## config.mk

```make
export PLATFORM = sky130hd
export DESIGN_NAME = bnn_fc_layer
export DESIGN_NICKNAME = d
export VERILOG_FILES = /design/src/rtl/bnn_pkg.sv /design/src/rtl/bnn_weight_rom.sv /design/src/rtl/bnn_fc_layer.sv
export SDC_FILE = /design/constraint.sdc
export NUM_CORES = 1
export LEC_CHECK = 0
export ABC_AREA = 1
export ABC_CLOCK_PERIOD_IN_PS = 7840
export CAP_MARGIN = 20
export CORE_ASPECT_RATIO = 1.75
export CORE_MARGIN = 8
export CORE_UTILIZATION = 45
export DETAILED_ROUTE_END_ITERATION = 8
export PLACE_DENSITY = 0.73
export SLEW_MARGIN = 0
export SYNTH_ARGS = -nofsm -noshare
export SYNTH_HDL_FRONTEND = slang
export SYNTH_SLANG_ARGS = --single-unit
```

## constraint.sdc

```tcl
create_clock -name clk -period 7.84 [get_ports clk]
set_input_delay 1.568 -clock clk [delete_from_list [all_inputs] [get_ports clk]]
set_output_delay 1.568 -clock clk [all_outputs]
set_load 0.01 [all_outputs]
```

## src/rtl/bnn_pkg.sv

```systemverilog
// -----------------------------------------------------------------------------
// bnn_pkg
// Shared definitions for the binarised fully-connected layer:
//   - bnn_state_e : controller state encoding (WAIT=0 .. SND=4)
//   - clog2       : counter/index width helper, never returns less than 1
// -----------------------------------------------------------------------------
package bnn_pkg;

    typedef enum logic [2:0] {
        StWait    = 3'd0,
        StRcv     = 3'd1,
        StCalc    = 3'd2,
        StSndWait = 3'd3,
        StSnd     = 3'd4
    } bnn_state_e;

    // Width needed to index 'value' entries; clamped to 1 so that a
    // single-entry counter still has a real bit.
    function automatic int unsigned clog2(input int unsigned value);
        int unsigned r;
        r = 0;
        for (int unsigned i = 0; i < 32; i++) begin
            if ((64'd1 << i) < 64'(value)) begin
                r = i + 1;
            end
        end
        return (r == 0) ? 1 : r;
    endfunction

endpackage

```

## src/rtl/bnn_weight_rom.sv

```systemverilog
// -----------------------------------------------------------------------------
// bnn_weight_rom
// Read-only weight and bias store, one row per neuron, read combinationally.
// Contents come from the packed W_INIT / B_INIT parameters (row j in slice j,
// LSB-first). W_FILE / B_FILE are kept as parameters of the interface.
// Ports:
//   i_idx  : neuron index
//   o_w    : N_IN-bit weight row of neuron i_idx
//   o_bias : signed OUT_W-bit bias of neuron i_idx
// -----------------------------------------------------------------------------
module bnn_weight_rom
    import bnn_pkg::*;
#(
    parameter int unsigned            N_IN   = 32,
    parameter int unsigned            N_OUT  = 10,
    parameter int unsigned            OUT_W  = 8,
    parameter int unsigned            IDX_W  = clog2(N_OUT),
    parameter                         W_FILE = "w.txt",
    parameter                         B_FILE = "b.txt",
    parameter logic [N_OUT*N_IN-1:0]  W_INIT = '1,
    parameter logic [N_OUT*OUT_W-1:0] B_INIT = '0
) (
    input  logic        [IDX_W-1:0] i_idx,
    output logic        [N_IN-1:0]  o_w,
    output logic signed [OUT_W-1:0] o_bias
);

    assign o_w    = W_INIT[i_idx*N_IN +: N_IN];
    assign o_bias = B_INIT[i_idx*OUT_W +: OUT_W];

endmodule

```

## src/rtl/bnn_fc_layer.sv

```systemverilog
// -----------------------------------------------------------------------------
// bnn_fc_layer
// Binarised fully-connected layer. A frame is received with a req/ack
// handshake, then each neuron's XNOR-popcount is accumulated LANES bits per
// cycle, bias added, and the result (saturated count or binarised bit) is
// collected in a shadow register that is published atomically at the end.
// Ports:
//   clk      : clock, rising edge
//   xrst     : asynchronous active-low reset
//   inputs   : N_IN-bit activation vector, captured in RCV
//   rcv_ack  : upstream data valid (only honoured in WAIT)
//   rcv_req  : ready for a new frame (WAIT)
//   snd_req  : downstream request for results
//   snd_ack  : results being presented (SND)
//   outputs  : per-neuron results, neuron j in slice j, LSB-first
//   busy     : frame in progress (RCV, CALC)
// -----------------------------------------------------------------------------
module bnn_fc_layer
    import bnn_pkg::*;
#(
    parameter int unsigned            N_IN     = 32,
    parameter int unsigned            N_OUT    = 10,
    parameter int unsigned            LANES    = 8,
    parameter int unsigned            OUT_MODE = 0,
    parameter int unsigned            OUT_W    = 8,
    parameter                         W_FILE   = "w.txt",
    parameter                         B_FILE   = "b.txt",
    parameter logic [N_OUT*N_IN-1:0]  W_INIT   = '1,
    parameter logic [N_OUT*OUT_W-1:0] B_INIT   = '0
) (
    input  logic                                            clk,
    input  logic                                            xrst,
    input  logic [N_IN-1:0]                                 inputs,
    input  logic                                            rcv_ack,
    output logic                                            rcv_req,
    input  logic                                            snd_req,
    output logic                                            snd_ack,
    output logic [N_OUT*((OUT_MODE != 0) ? 1 : OUT_W)-1:0]  outputs,
    output logic                                            busy
);

    localparam int unsigned NBITS   = (OUT_MODE != 0) ? 1 : OUT_W;
    localparam int unsigned RES_W   = N_OUT * NBITS;
    localparam int unsigned CHUNKS  = N_IN / LANES;
    localparam int unsigned CHUNK_W = clog2(CHUNKS);
    localparam int unsigned NEUR_W  = clog2(N_OUT);
    localparam int unsigned ACC_W   = clog2(N_IN + 1);
    localparam int unsigned PC_W    = clog2(LANES + 1);
    // Two guard bits: one for the sign, one so acc + bias cannot overflow.
    localparam int unsigned SUM_W   = ((ACC_W > OUT_W) ? ACC_W : OUT_W) + 2;

    localparam logic [CHUNK_W-1:0] LAST_CHUNK = CHUNK_W'(CHUNKS - 1);
    localparam logic [NEUR_W-1:0]  LAST_NEUR  = NEUR_W'(N_OUT - 1);

    bnn_state_e              r_state;
    logic [N_IN-1:0]         r_x;
    logic [ACC_W-1:0]        r_acc;
    logic [CHUNK_W-1:0]      r_chunk;
    logic [NEUR_W-1:0]       r_neur;
    logic [RES_W-1:0]        r_shadow;
    logic [RES_W-1:0]        r_out;
    logic                    r_rcv_req;
    logic                    r_snd_ack;
    logic                    r_busy;

    logic [N_IN-1:0]         w_w;
    logic signed [OUT_W-1:0] w_bias;
    logic [LANES-1:0]        w_match;
    logic [PC_W-1:0]         w_pc;
    logic signed [SUM_W-1:0] w_bias_ext;
    logic signed [SUM_W-1:0] w_sum;
    logic [NBITS-1:0]        w_res;
    logic [RES_W-1:0]        w_shadow_nxt;
    logic                    w_last_chunk;
    logic                    w_last_neur;

    bnn_weight_rom #(
        .N_IN   (N_IN),
        .N_OUT  (N_OUT),
        .OUT_W  (OUT_W),
        .IDX_W  (NEUR_W),
        .W_FILE (W_FILE),
        .B_FILE (B_FILE),
        .W_INIT (W_INIT),
        .B_INIT (B_INIT)
    ) u_rom (
        .i_idx  (r_neur),
        .o_w    (w_w),
        .o_bias (w_bias)
    );

    assign w_last_chunk = (r_chunk == LAST_CHUNK);
    assign w_last_neur  = (r_neur == LAST_NEUR);

    // XNOR marks agreeing bits of the current chunk.
    assign w_match = ~(r_x[r_chunk*LANES +: LANES] ^ w_w[r_chunk*LANES +: LANES]);

    always_comb begin
        w_pc = '0;
        for (int i = 0; i < LANES; i++) begin
            w_pc = w_pc + PC_W'(w_match[i]);
        end
    end

    // Full-precision neuron total, only meaningful on the last chunk.
    assign w_bias_ext = {{(SUM_W - OUT_W){w_bias[OUT_W-1]}}, w_bias};
    assign w_sum      = $signed(SUM_W'(r_acc) + SUM_W'(w_pc)) + w_bias_ext;

    if (OUT_MODE != 0) begin : g_bin
        logic signed [SUM_W:0] w_twice;
        assign w_twice = {w_sum, 1'b0};
        assign w_res   = (w_twice >= $signed((SUM_W + 1)'(N_IN)));
    end else begin : g_cnt
        localparam logic signed [SUM_W-1:0] SAT_MAX = SUM_W'((64'd1 << (OUT_W - 1)) - 64'd1);
        localparam logic signed [SUM_W-1:0] SAT_MIN = ~SAT_MAX;
        always_comb begin
            if (w_sum > SAT_MAX) begin
                w_res = SAT_MAX[OUT_W-1:0];
            end else if (w_sum < SAT_MIN) begin
                w_res = SAT_MIN[OUT_W-1:0];
            end else begin
                w_res = w_sum[OUT_W-1:0];
            end
        end
    end

    // Shadow with the current neuron's slice merged in, so the last neuron
    // lands in the published outputs on the same edge.
    always_comb begin
        w_shadow_nxt = r_shadow;
        w_shadow_nxt[r_neur*NBITS +: NBITS] = w_res;
    end

    always_ff @(posedge clk or negedge xrst) begin
        if (!xrst) begin
            r_state   <= StWait;
            r_x       <= '0;
            r_acc     <= '0;
            r_chunk   <= '0;
            r_neur    <= '0;
            r_shadow  <= '0;
            r_out     <= '0;
            r_rcv_req <= 1'b1;
            r_snd_ack <= 1'b0;
            r_busy    <= 1'b0;
        end else begin
            unique case (r_state)
                StWait: begin
                    if (rcv_ack) begin
                        r_state   <= StRcv;
                        r_rcv_req <= 1'b0;
                        r_busy    <= 1'b1;
                    end
                end
                StRcv: begin
                    r_x     <= inputs;
                    r_state <= StCalc;
                end
                StCalc: begin
                    if (w_last_chunk) begin
                        r_chunk  <= '0;
                        r_acc    <= '0;
                        r_shadow <= w_shadow_nxt;
                        if (w_last_neur) begin
                            r_neur  <= '0;
                            r_out   <= w_shadow_nxt;
                            r_busy  <= 1'b0;
                            r_state <= StSndWait;
                        end else begin
                            r_neur <= r_neur + NEUR_W'(1);
                        end
                    end else begin
                        r_chunk <= r_chunk + CHUNK_W'(1);
                        r_acc   <= r_acc + ACC_W'(w_pc);
                    end
                end
                StSndWait: begin
                    if (snd_req) begin
                        r_state   <= StSnd;
                        r_snd_ack <= 1'b1;
                    end
                end
                StSnd: begin
                    if (!snd_req) begin
                        r_state   <= StWait;
                        r_snd_ack <= 1'b0;
                        r_rcv_req <= 1'b1;
                    end
                end
                default: begin
                    r_state <= StWait;
                end
            endcase
        end
    end

    assign rcv_req = r_rcv_req;
    assign snd_ack = r_snd_ack;
    assign busy    = r_busy;
    assign outputs = r_out;

endmodule
```

After elaboration in Yosys (flattened, before gate mapping) --
Cells that the tools add are included. Widths: inputs -> output; s select.
Storage, ports and cells: bits in registers 210, bits of input ports 36, output and inout bits 83, word-level logic and storage cells 76
Cells by class: $add $sub $neg 13, order comparisons 2, equal/unequal tests 11, shift-type cells 6, mux-type cells 22, bitwise gates (word level) 2, reduce and logical (&&, ||, !) cells 10
Operators by type and width (count):
- $shiftx 320x10->32 const A | 1
- $bwmux 80 | 1
- $shift 8x34->80 const A | 1
- $shiftx 8x34->80 | 1
- $shiftx 80x8->8 const A | 1
- $shiftx 32x6->8 | 2
- $neg 7->34 | 1
- $add 4x1->4 | 4
- $mux 8 | 2
- $mux 3 | 5
- $pmux 3 s5 | 1
- $ne 2x2->1 const B | 5
- $add 8x8->9 | 1
- $gt 9x8->1 const B | 1
- $lt 9x8->1 const B | 1
- $reduce_and 3->1 | 3
- $not 8->8 | 1
- $xor 8x8->8 | 1
- $add 6x4->7 | 1
- $mux 1 | 7
- $add 6x4->6 | 1
- $eq 3x2->1 const B | 2
- $mux 6 | 1
- $pmux 1 s2 | 3
- 16 further kinds | 18

Depth between registers and ports, before layout --
depth after elaboration 18, depth in mapped cells 25, depth with buffers taken out 23

Modules after synthesis --
A second synthesis with hierarchy kept.
Second synthesis, totals: cells, all modules 1285, area total of the unflattened synthesis 10701.5 µm²
Modules (own cells, without submodules):
- bnn_fc_layer | times used 1, cells each 1244, area an instance 10400.0 µm², seq. area each 5256.3 µm²
- bnn_weight_rom | times used 1, cells each 41, area an instance 301.5 µm², seq. area each 0.0 µm²

Least setup slack after synthesis --
OpenSTA, ideal clock, no wires.
path type register to register, start point register r_chunk[0], end point register r_out[10] (netlist: outputs[10]), setup time 0.066 ns, arrival time 4.960 ns, required time 7.774 ns, slack 2.815 ns, stages on the path, launching flop included 23, buffers on the path 2, clock period less this slack 5.025 ns, path through dfrtp_1 clkbuf_1 inv_1 clkbuf_1 nand2_1 a32oi_1 xor2_1 fa_1 inv_1 fa_1 fa_1 inv_1 ha_1 fa_1 inv_1 fa_1 xnor2_1 nand3_1 nor3_1 nand3_1 o21ai_1 nand2_1 nand2_1
On the way: word-level cells in the longest chain between the ends 17, elaborated cells on any way between the ends 21, those cells by class add/sub: 9; order compare: 2; eq/ne: 1; shift: 3; mux: 3; bitwise: 2; reduce/logical: 1
Ends and longest elaborated chain:
- start: declaration | RTL line bnn_fc_layer.sv:58 | logic [CHUNK_W-1:0] r_chunk;
- start signal: assignment | RTL line bnn_fc_layer.sv:173 | r_chunk <= r_chunk + CHUNK_W'(1);
- $shiftx 32x6->8 | RTL line bnn_fc_layer.sv:96 | assign w_match = ~(r_x[r_chunk*LANES +: LANES] ^ w_w[r_chunk*LANES +: LANES]);
- $xor 8x8->8 | RTL line bnn_fc_layer.sv:96
- $not 8->8 | RTL line bnn_fc_layer.sv:96
- $add 1x1->2 | RTL line bnn_fc_layer.sv:101 | w_pc = w_pc + PC_W'(w_match[i]);
- $add 2x1->3 | RTL line bnn_fc_layer.sv:101
- $add 3x1->4 | RTL line bnn_fc_layer.sv:101
- $add 4x1->4 (4 in a row) | RTL line bnn_fc_layer.sv:101
- $add 6x4->7 | RTL line bnn_fc_layer.sv:107 | assign w_sum = $signed(SUM_W'(r_acc) + SUM_W'(w_pc)) + w_bias_ext;
- $add 8x8->9 | RTL line bnn_fc_layer.sv:107
- $lt 9x8->1 | RTL line bnn_fc_layer.sv:119 | end else if (w_sum < SAT_MIN) begin
- $mux 8 | RTL line bnn_fc_layer.sv:119
- $mux 8 | RTL line bnn_fc_layer.sv:117 | if (w_sum > SAT_MAX) begin
- $shiftx 8x34->80 | RTL line bnn_fc_layer.sv:131 | w_shadow_nxt[r_neur*NBITS +: NBITS] = w_res;
- $bwmux 80 | RTL line bnn_fc_layer.sv:131
- end signal: assignment | RTL line bnn_fc_layer.sv:166 | r_out <= w_shadow_nxt;
- end: declaration | RTL line bnn_fc_layer.sv:61 | logic [RES_W-1:0] r_out;
Parallel ways exist; a longest one is shown, timed or not. A chain may end at the register's enable or synchronous reset.

Final worst setup path --
start point register r_chunk[0], end point register r_out[76] (netlist: outputs[76])
The elaborated chain is that of the path after synthesis.

==> metrics.yaml <==
clock_tree:
  tritoncts: "yes"
  path_clk_slew_ps: 70
  postCtsResizedCells: 0
  postCtsSetupBuffers: 0
  cts_hold_repair.buffers: 0
  root_buffer: "clkbuf_16"
  cts_sinks: 210
  htreeDepth: 1
  clockBufferDepth: 3
  clk_latency_ps: 500
  cts_buffers: 20
global_routing:
  grt_max_degree: 102
  gr-usage-met1: 0.228
  top_usage_layer: "met2"
  grt_pass1_wl_mm: 45.4
  track_usage: 0.202
  grt-ovfl-total: 0
  gr-usage-met2: 0.353
  antenna_found_initial: 0
  grt_pass1_vias: 8773
  grtUsageMet3: 0.0291
worst_hold_path:
  worstHoldStart: "r_x[12]"
  holdPathEnd: "r_x[12]"
  hp-class: "reg2reg"
  hold_depth: 2
synthesis:
  syn_inst: 1260
  synth_area_leaders: "dfrtp_1, nand2_1, nand3_1, inv_1, o21ai_0"
  synth.distinct_cells: 44
  avgSynthCellArea_sq_um: 8.14
  synth_top_area_frac: 0.510
  yosysTopAreaCell: "dfrtp_1"
  syn_nets: 1314
  synth_warnings: 0
  seq_area_frac_synth: 0.513
  async_reset_ff_frac: 1.00
  netlist_area_sq_um: 10300
  synth-seq-cells: 210
  synth-edff-count: 0
  synth_commonest_cells: "nand2_1, dfrtp_1, inv_1"
  synth.most_common_cell: "nand2_1"
  synthFlopType: "dfrtp_1"
route:
  ant_nets: 0
  drt-wirelength-per-cell_um: 16.6
  viasPerCell: 5.18
  dr_total_vias: 8623
  drt-total-wl_mm: 27.6
  drc: 0
  first_iter_violations: 617
  first_pass_iters: 5
die:
  start_util: 0.455
  die_width_um: 130
  ios: 119
  die_y_um: 216
  rows: 73
  die-area_sq_um: 28100
  core_region_area_sq_um: 22600
setup_path:
  critPathLaunchType: "register"
  rrSetupSlack_ps: 2030
  crit-reg2reg-launch: "r_chunk[0]"
  crit_required_ps: 8270
  worstPathArrival_ps: 6240
  r2r_cells: 20
  crit_type: "reg2reg"
  crit_fanout: 20
  worstSetupEndpointType: "register"
  reg2reg_to: "outputs[76]"
sta:
  finalSetupViolCount: 0
  finalSetupTns_ps: 0
  fin_crit_sh: 0.741
  max_slew_margin: 0.329
  finalCriticalPeriod_ps: 5810
  tightest_slew_ps: 1010
  drv_slew: 0
  rsz0062_at_grt: "no"
  fmax_ghz: 0.172
  finalHoldViolations: 0
  skew_ps: 9.83
power_and_ir_drop:
  intPower_mw: 2.66
  leakagePower_nw: 6.24
  power_switching_mw: 2.36
  combPwrFrac: 0.526
  peakVddDrop_mv: 0.528
  p_seq_frac: 0.269
  power.share.clock: 0.205
  pwr_density_cell_nw_per_um2: 409
  swShare: 0.470
placement:
  numPortBuffers: 118
  dp.cells: 1629
  dp_hpwl_mm: 19.5
  gp_congestion: 0.907
cells_and_area:
  drive_above_1_share: 0.0667
  synthToLayoutAreaGrowth_pct: 19.8
  finalNetCount: 1405
  layoutNonFillerInstCount: 1665
  antennaDiodeCount: 0
  num-fill-cells: 2099
  final_util: 0.545
outcome:
  status: "finished clean"
flow_run:
  cap_viol_max_count: 0
-- kinds of logic after synthesis --
kind of cell    Yosys count  share of synthesized area
simple gates            722                      0.310
flops                   210                      0.513
buf+inv                 162                     0.0666
compound gates          137                     0.0747
fa+ha+maj                18                     0.0256
xor+xnor                 11                     0.0101
-- stage by stage --
step                hold slack, ps  area, sq um  power (mW)  setup slack [ps]
floorplan                      436        10300        3.27              2810
global placement               453        11600        3.96              2110
detailed placement             456        11600        3.99              2070
CTS                            473        12300        5.03              2070
global route                   489        12300        5.42              1560
finish                         464        12300        5.02              2030
-- worst max-delay path by stage --
stage                     startpoint           to  cells after the start
after floorplan           r_chunk[0]  outputs[10]                     22
after global placement    r_chunk[0]  outputs[10]                     20
after detailed placement  r_chunk[0]  outputs[10]                     20
after CTS                 r_chunk[0]  outputs[10]                     20
after global routing      r_chunk[0]  outputs[76]                     20
final                     r_chunk[0]  outputs[76]                     20
-- layout make-up --
cell class | instances | area, sq um | share of cell area
flip-flops and latches | 210 | 5260 | 0.428
multi-input cells | 888 | 4320 | 0.352
repair buffers | 125 | 1240 | 0.101
clock buffers | 26 | 564 | 0.0459
inverters | 106 | 403 | 0.0328
well taps | 300 | 375 | 0.0305
clock inverters | 10 | 131 | 0.0107
-- flip-flops by register name (all words and copies together) (netlist names) --
signal and cells:
r_state 3, outputs 80, r_x 32, busy 1, r_neur 4, rcv_req 1, r_chunk 2, r_shadow 80
snd_ack 1, r_acc 6
-- per-layer routing --
metal | vias up | share of wire
met4 | 0 | 0.055
met5 | - | 0
li1 | 4220 | -
met2 | 239 | 0.52
met3 | 74 | 0.048
met1 | 4090 | 0.37
-- power groups by stage --
stage          clock, mW  combinational, mW  sequential [mW]
5_1_grt             1.08               2.96             1.37
4_1_cts             1.05               2.63             1.35
6_report            1.03               2.64             1.35
2_1_floorplan          0               1.96             1.31
3_3_place_gp           0               2.59             1.37
3_5_place_dp           0               2.62             1.37
-- critical path, stage by stage, from the launching register on --
cell and delay, ps:
dfrtp_1 710, inv_1 370, o21ai_0 240, o22ai_1 110
xor2_1 170, fa_1 520, inv_1 50, fa_1 500
fa_1 540, inv_1 40, ha_1 210, fa_1 520
inv_1 60, fa_1 420, inv_1 90, nand3_1 90
nand3_1 140, nand4_1 370, o21ai_0 410, nand3_1 130
nand2_1 80
-- cell usage in the layout (no fill, tap or decap), types with 4 or more instances in the layout --
cell             Yosys  routed
clkdlybuf4s50_1      0     117
xor2_1               5       5
nand4_1             43      43
a21oi_1             20      20
o21ai_1             23      23
ha_1                13      13
inv_2                7       6
inv_1               95      95
o22ai_1              9       9
nor3_1               7       6
o21ai_0             69      69
nor2_1              36      36
o31ai_1              5       5
nor2_4               7       7
clkinv_2             1       7
buf_4                3       7
dfrtp_1            209     209
fa_1                 5       5
nand2_1            524     524
nand3_2              5       5
xnor2_1              5       5
o21ai_2              4       4
clkbuf_16            0      21
nand3_1             79      79
Note: power is estimated with default switching activity, not from simulation.
